$ cat src/rtl/instr_encoder.sv
// Program loader: packs instruction field bundles into ARM words
// and writes them to consecutive words of instruction/data memory.
module instr_encoder #(
    parameter logic [31:0] BASE_ADDR = 32'h0,
    parameter int          DEPTH     = 64
) (
    input  logic        clk,
    input  logic        reset,
    input  logic        start,
    input  logic        in_valid,
    output logic        in_ready,
    input  logic [1:0]  in_kind,
    input  logic [1:0]  in_cmd,
    input  logic        in_s,
    input  logic        in_i,
    input  logic [3:0]  in_cond,
    input  logic [3:0]  in_rn,
    input  logic [3:0]  in_rd,
    input  logic [23:0] in_src,
    input  logic        in_last,
    output logic        mem_we,
    output logic [31:0] mem_addr,
    output logic [31:0] mem_wd,
    output logic [15:0] count,
    output logic        done,
    output logic        full,
    output logic        err
);

    typedef enum logic [2:0] {
        IDLE, ENC, WRITE, DONE, FULL
    } state_t;

    localparam logic [15:0] DEPTH_W = 16'(DEPTH);

    state_t      state, state_nx;
    logic [1:0]  kind_q, cmd_q;
    logic        s_q, i_q, last_q;
    logic [3:0]  cond_q, rn_q, rd_q;
    logic [23:0] src_q;
    logic [31:0] word, wd_q;
    logic [15:0] cnt_q;
    logic        err_q;
    logic        accept, illegal, at_limit, may_start;
    logic [3:0]  cmdcode;

    assign accept    = in_valid & in_ready;
    assign illegal   = kind_q == 2'b11;
    assign at_limit  = (cnt_q + 16'd1) == DEPTH_W;
    assign may_start = start & (state == IDLE || state == DONE
                                || state == FULL);

    always_ff @(posedge clk) begin
        if (reset) state <= IDLE;
        else       state <= state_nx;
    end

    always_comb begin
        state_nx = state;
        unique case (state)
            IDLE:  if (accept) state_nx = ENC;
            ENC:   begin
                if (!illegal)    state_nx = WRITE;
                else if (last_q) state_nx = DONE;
                else             state_nx = IDLE;
            end
            WRITE: begin
                if (last_q)        state_nx = DONE;
                else if (at_limit) state_nx = FULL;
                else               state_nx = IDLE;
            end
            DONE, FULL: if (start) state_nx = IDLE;
            default: state_nx = IDLE;
        endcase
    end

    always_comb begin
        in_ready = (state == IDLE) & ~start & ~reset;
        mem_we   = state == WRITE;
        done     = state == DONE;
    end

    always_comb begin
        cmdcode = 4'b0100;
        unique case (cmd_q)
            2'b00: cmdcode = 4'b0100;
            2'b01: cmdcode = 4'b0010;
            2'b10: cmdcode = 4'b0000;
            2'b11: cmdcode = 4'b1100;
            default: cmdcode = 4'b0100;
        endcase
    end

    // P=1 U=1 B=0 W=0 for memory ops; I is inverted in the encoding
    always_comb begin
        word = '0;
        unique case (kind_q)
            2'b00: word = {cond_q, 2'b00, i_q, cmdcode, s_q,
                           rn_q, rd_q, src_q[11:0]};
            2'b01: word = {cond_q, 2'b01, ~i_q, 4'b1100, s_q,
                           rn_q, rd_q, src_q[11:0]};
            2'b10: word = {cond_q, 2'b10, 2'b10, src_q};
            default: word = '0;
        endcase
    end

    always_ff @(posedge clk) begin
        if (reset) begin
            kind_q <= '0;
            cmd_q  <= '0;
            s_q    <= 1'b0;
            i_q    <= 1'b0;
            last_q <= 1'b0;
            cond_q <= '0;
            rn_q   <= '0;
            rd_q   <= '0;
            src_q  <= '0;
            wd_q   <= '0;
            cnt_q  <= '0;
            err_q  <= 1'b0;
        end else begin
            if (accept) begin
                kind_q <= in_kind;
                cmd_q  <= in_cmd;
                s_q    <= in_s;
                i_q    <= in_i;
                last_q <= in_last;
                cond_q <= in_cond;
                rn_q   <= in_rn;
                rd_q   <= in_rd;
                src_q  <= in_src;
            end
            if (state == ENC && !illegal) wd_q <= word;
            if (state == ENC && illegal)  err_q <= 1'b1;
            if (state == WRITE) cnt_q <= cnt_q + 16'd1;
            if (may_start) begin
                cnt_q <= '0;
                err_q <= 1'b0;
            end
        end
    end

    assign mem_addr = BASE_ADDR + {14'b0, cnt_q, 2'b00};
    assign mem_wd   = wd_q;
    assign count    = cnt_q;
    assign full     = cnt_q == DEPTH_W;
    assign err      = err_q;

endmodule

$ cat config.mk
export PLATFORM = sky130hd
export DESIGN_NAME = instr_encoder
export DESIGN_NICKNAME = d
export VERILOG_FILES = /design/src/rtl/instr_encoder.sv
export SDC_FILE = /design/constraint.sdc
export NUM_CORES = 1
export LEC_CHECK = 0
export ABC_CLOCK_PERIOD_IN_PS = 4059
export BUFFER_PORTS_ARGS = -buffer_cell sky130_fd_sc_hd__buf_2
export CAP_MARGIN = 0
export CORE_UTILIZATION = 40
export DETAILED_ROUTE_END_ITERATION = 10
export HOLD_SLACK_MARGIN = 0.1
export SYNTH_ARGS = -nofsm -noshare
export SYNTH_HDL_FRONTEND = slang
export SYNTH_SLANG_ARGS = --single-unit
$ cat constraint.sdc
create_clock -name clk -period 4.06 [get_ports clk]
set_clock_uncertainty 0.2 [all_clocks]
set_input_delay 0 -clock clk [delete_from_list [all_inputs] [get_ports clk]]
set_output_delay 0 -clock clk [all_outputs]
set_load 0.1 [all_outputs]
; After elaboration in Yosys (flattened, before gate mapping)
; Index checks and enable logic that the tools add are counted.
[word_totals]
wordCells = 55
output_inout_bits = 85
regBits = 95
inputBits = 47
[classes]
n_reduce_logical = 11
bitwise = 7
add_sub_neg = 1
n_eq_ne = 14
mux = 9
[ops]
columns = cell, count
row1 = 32-bit case mux with 3 select lines, 1
row2 = 16-bit by 7-bit equality test with 1-bit output (second input constant), 2
row3 = 16-bit by 1-bit adder with 16-bit output (second input constant), 1
row4 = 4-bit case mux with 4 select lines, 1
row5 = 3-bit 2-to-1 mux, 4
row6 = 3-bit case mux with 4 select lines, 1
row7 = 2-bit equality test (second input constant), 4
row8 = 3-bit by 2-bit equality test with 1-bit output (second input constant), 2
row9 = 1-bit bitwise AND, 4
row10 = 2-bit by 1-bit equality test with 1-bit output (second input constant), 2
row11 = 2-bit logical NOT, 2
row12 = 2-bit 2-to-1 mux, 2
row13 = 2-bit != test (second input constant), 2
row14 = 2-bit OR reduction, 2
row15 = 3-bit by 1-bit equality test with 1-bit output (second input constant), 1
row16 = 3-bit equality test (second input constant), 1
row17 = 3-bit logical NOT, 1
row18 = 1-bit NOT, 3
row19 = 1-bit logical AND, 2
row20 = 1-bit logical OR, 2
row21 = 2-bit AND reduction, 1
row22 = 1-bit logical NOT, 1

; Logic depth before layout (Yosys ltp)
[depth]
word_depth = 6
mapped_depth = 8
mapped_depth_nobuf = 6

; Least setup slack after synthesis
; No wires, ideal clock.
[synth_path]
path_kind = register to output
start = reg cnt_q[14] (netlist: count[14])
end = out full
arrival_ns = 4.557
path_stages_with_launch = 4
slack_ns = -0.697
required_time_ns = 3.860
cell_sequence = dfxtp_1 or2_2 or3_1 nor4b_1
[synth_via]
elab_chain_cells = 1
[synth_lines]
columns = item, line_no
row1 = "start, declared", 42  ; logic [15:0] cnt_q;
row2 = "start signal, assigned", 135  ; if (state == WRITE) cnt_q <= cnt_q + 16'd1;
row3 = 16-bit by 7-bit equality test with 1-bit output, 146  ; assign full = cnt_q == DEPTH_W;
row4 = "end, declared", 26  ; output logic full,
; No other way between the ends.

; Worst setup path in the final report
[layout_path]
start = reg state[0]
end = reg wd_q[15] (netlist: mem_wd[15])
[layout_via]
elab_chain_cells = 2
[layout_lines]
columns = item, line_no
row1 = "start, declared", 36  ; state_t state, state_nx;
row2 = "start signal, assigned", 55  ; else state <= state_nx;
row3 = 3-bit by 1-bit equality test with 1-bit output, 133  ; if (state == ENC && !illegal) wd_q <= word;
row4 = 1-bit logical AND, 133
row5 = "end signal, assigned", 133
row6 = "end, declared", 41  ; logic [31:0] word, wd_q;
; No other way between the ends.
; A chain may end at the register's enable or synchronous reset.

==> qor.yml <==
outcome:
  outcome: "complete, no violations"
floorplanning:
  placeableCoreArea_um2: 10400
  io_pins: 132
  die_area_um2: 11200
  start_util: 0.414
  row_count: 37
  die_h_um: 106
  die_w_um: 106
worst_hold_path:
  holdCritPathClass: "register to register"
  min_delay_path_depth: 2
synthesis:
  synth_area_um2: 4290
  avgSynthCellArea_um2: 7.78
  syn_inst: 552
  synth_cell_type_count: 49
  ys_ff_latch: 95
  ys_seq_area_frac: 0.443
  ys_warn_count: 0
drt:
  ant_nets: 0
  drtPass1Iterations: 5
  vias_per_cell: 4.84
  drt_iter0_markers: 212
  drc: 0
  wire_per_inst_um: 13.0
  vias: 4146
  wl_um: 11100
timing:
  fin_hold_ws_ps: 258
  rsz0062_at_grt: "no"
  finalHoldViolations: 0
  slew_violations: 0
  tightest_slew_ps: 1030
  final.setup.tns_ps: 0
  slew_headroom: 0.315
  period_share: 0.617
  max_freq_mhz: 399
  period_needed_ps: 2510
  finalSetupViolations: 0
clock_network:
  postCtsSetupRepairBufs: 0
  holdBufCountCts: 89
  clock_path_buffers: 2
  ctsResizeCount: 0
  cts-root-buf: "clkbuf_8"
  cts_tree: "done"
  cts-buffers-inserted: 9
  clk_pin_slew_worst_paths_ps: 100
  htreeDepth: 3
  insertion_delay_ps: 370
  cts.sinks: 95
setup_path:
  path_max_fanout: 37
  setup.worst_path.start: "state[0]$_SDFFE_PP0P_"
  start_kind: "register"
  cp.required_ps: 4100
  r2r-start: "state[0]$_SDFFE_PP0P_"
  r2r-end: "mem_wd[15]$_SDFFE_PP0P_"
  r2r_cells: 5
  cp_data_arrival_time_ps: 2540
  worst-r2r-setup-slack_ps: 1550
  path_class: "register to register"
  cp-endpoint: "mem_wd[15]$_SDFFE_PP0P_"
  worst_setup_path_end_kind: "register"
power:
  power_leakage_nw: 2.49
  p_per_area_nw_per_um2: 331
  vdd_drop_max_v: 0.000186
  finalPower_mw: 1.92
global_routing:
  track_usage: 0.204
  antenna_found_initial: 0
  grt_pass1_vias: 3894
  gr-total-overflow: 0
  grt_pass1_wl_um: 18200
  grt_start_max_net_pins: 81
cells_and_area:
  num-nets-final: 766
  drive_above_1_share: 0.196
  n_antenna_cell: 0
  syn_to_final_growth_pct: 35.0
  num-fill-cells: 1007
placement:
  globalplace.congestion: 0.823
  hpwl_um: 6650
  port_buffers: 115
job:
  drv_cap: 0
through the flow:
step,cells,setup WS [ps],cell area (um^2),utilization
2_1_floorplan,567,684,4360,-
3_3_place_gp,751,1690,4690,0.452
3_5_place_dp,751,1570,4690,0.452
4_1_cts,856,1550,5800,0.559
5_1_grt,856,1340,5800,0.559
6_report,856,1550,5800,0.559
layer usage:
metal  share of wire  global-route usage  wire length (um)
met5               0                   0                 0
met2            0.47               0.336              5180
met1            0.47               0.263              5280
met3           0.046              0.0365               510
met4           0.014              0.0853               161
kinds of logic (layout without fill, tap and decap cells):
| family | after synthesis | in the layout | synth area share |
|---|---|---|---|
| other | 1 | 16 | 0.000873 |
| buffers and inverters | 87 | 240 | 0.118 |
| XOR/XNOR | 19 | 19 | 0.0388 |
| AO/OA/AOI/OAI | 111 | 111 | 0.152 |
| adder cells (fa/ha/maj) | 4 | 4 | 0.0117 |
| flip-flops | 95 | 95 | 0.443 |
| AND/OR/NAND/NOR | 234 | 234 | 0.234 |
| multiplexers | 1 | 1 | 0.00233 |
cell usage in the layout, fill, tap and decap left out, types with 2 or more instances in the layout:
master           n
clkinvlp_4       3
inv_1           16
conb_1          16
a21oi_1         70
nand2b_1         2
o221ai_1         9
clkbuf_8         9
dlygate4sd3_1   89
nor3_1           6
o22ai_1          3
ha_1             4
xor2_1          10
o21ai_0         12
nor3b_1          2
o21ai_1          3
bufinv_16        2
nand4_1         10
buf_2          115
nand3_1          9
and3_1           4
dfxtp_1         95
buf_4            4
nand2_1        143
a22o_1           3
xnor2_1          9
nor2_1          45
and4_1           2
cells in the mapped netlist, drive strengths merged:
cell type / number / area [um^2]
o22ai: 3 / 18.8
or3: 1 / 6.26
nand3b: 1 / 7.51
and3: 4 / 25.0
nor2b: 1 / 6.26
ha: 4 / 50.1
and4: 2 / 17.5
xor2: 10 / 87.6
o21a: 1 / 7.51
nor2: 46 / 175
mux2i: 1 / 10.0
a22o: 3 / 26.3
nor3b: 2 / 15.0
clkbuf: 20 / 76.3
and3b: 1 / 8.76
or2: 1 / 6.26
nor3: 6 / 30.0
o2111ai: 1 / 8.76
o211a: 1 / 10.0
o21ai: 15 / 75.1
nor4: 2 / 27.5
o31ai: 1 / 7.51
a31oi: 1 / 6.26
or3b: 1 / 8.76
a21o: 1 / 7.51
a22oi: 1 / 7.51
nand4: 10 / 62.6
nand2b: 2 / 12.5
xnor2: 9 / 78.8
a21oi: 71 / 367
nand2: 143 / 537
o31a: 1 / 8.76
and2: 1 / 6.26
nand3: 9 / 45.0
a211oi: 1 / 12.5
buf: 51 / 369
nor4b: 1 / 8.76
o221ai: 9 / 78.8
conb: 1 / 3.75
inv: 16 / 60.1
dfxtp: 95 / 1900
a32oi: 1 / 8.76
power by group:
| group | switching, mW | leakage (nW) | internal [mW] | total [mW] |
|---|---|---|---|---|
| combinational | 0.175 | 1.62 | 0.0841 | 0.259 |
| sequential | 0.0159 | 0.769 | 0.950 | 0.966 |
| clock | 0.343 | 0.102 | 0.348 | 0.691 |
how the worst min path moves through the flow:
stage | startpoint | to | slack (ps)
global route | src_q[1]$_SDFFE_PP0P_ | mem_wd[1]$_SDFFE_PP0P_ | 270
global placement | in_cond[3] | cond_q[3]$_SDFFE_PP0P_ | 40
CTS | mem_wd[5]$_SDFFE_PP0P_ | mem_wd[5]$_SDFFE_PP0P_ | 260
finish | mem_wd[5]$_SDFFE_PP0P_ | mem_wd[5]$_SDFFE_PP0P_ | 260
detailed placement | in_cond[3] | cond_q[3]$_SDFFE_PP0P_ | 50
floorplan | in_src[22] | src_q[22]$_SDFFE_PP0P_ | -60
flip-flops by register name, summed over array words and instances (netlist names), 2 cells and up:
signal,count
cmd_q,2
cond_q,4
count,16
kind_q,2
mem_wd,32
rd_q,4
rn_q,4
src_q,24
state,3
critical path: stages, from the launching register on:
cell      delay [ps]
dfxtp_1          430
or3b_1           490
a21oi_4          760
o221ai_1         280
o21ai_0          150
nor2_1            60
layout make-up:
type | instances | area (um^2) | area share
well taps | 136 | 170 | 0.0293
repair buffers | 208 | 1500 | 0.258
clock inverters | 7 | 96.3 | 0.0166
multi-input cells | 385 | 1950 | 0.336
clock buffers | 9 | 124 | 0.0214
flip-flops and latches | 95 | 1900 | 0.328
inverters | 16 | 60.1 | 0.0104
No activity file was read; power rests on OpenSTA's default activity.
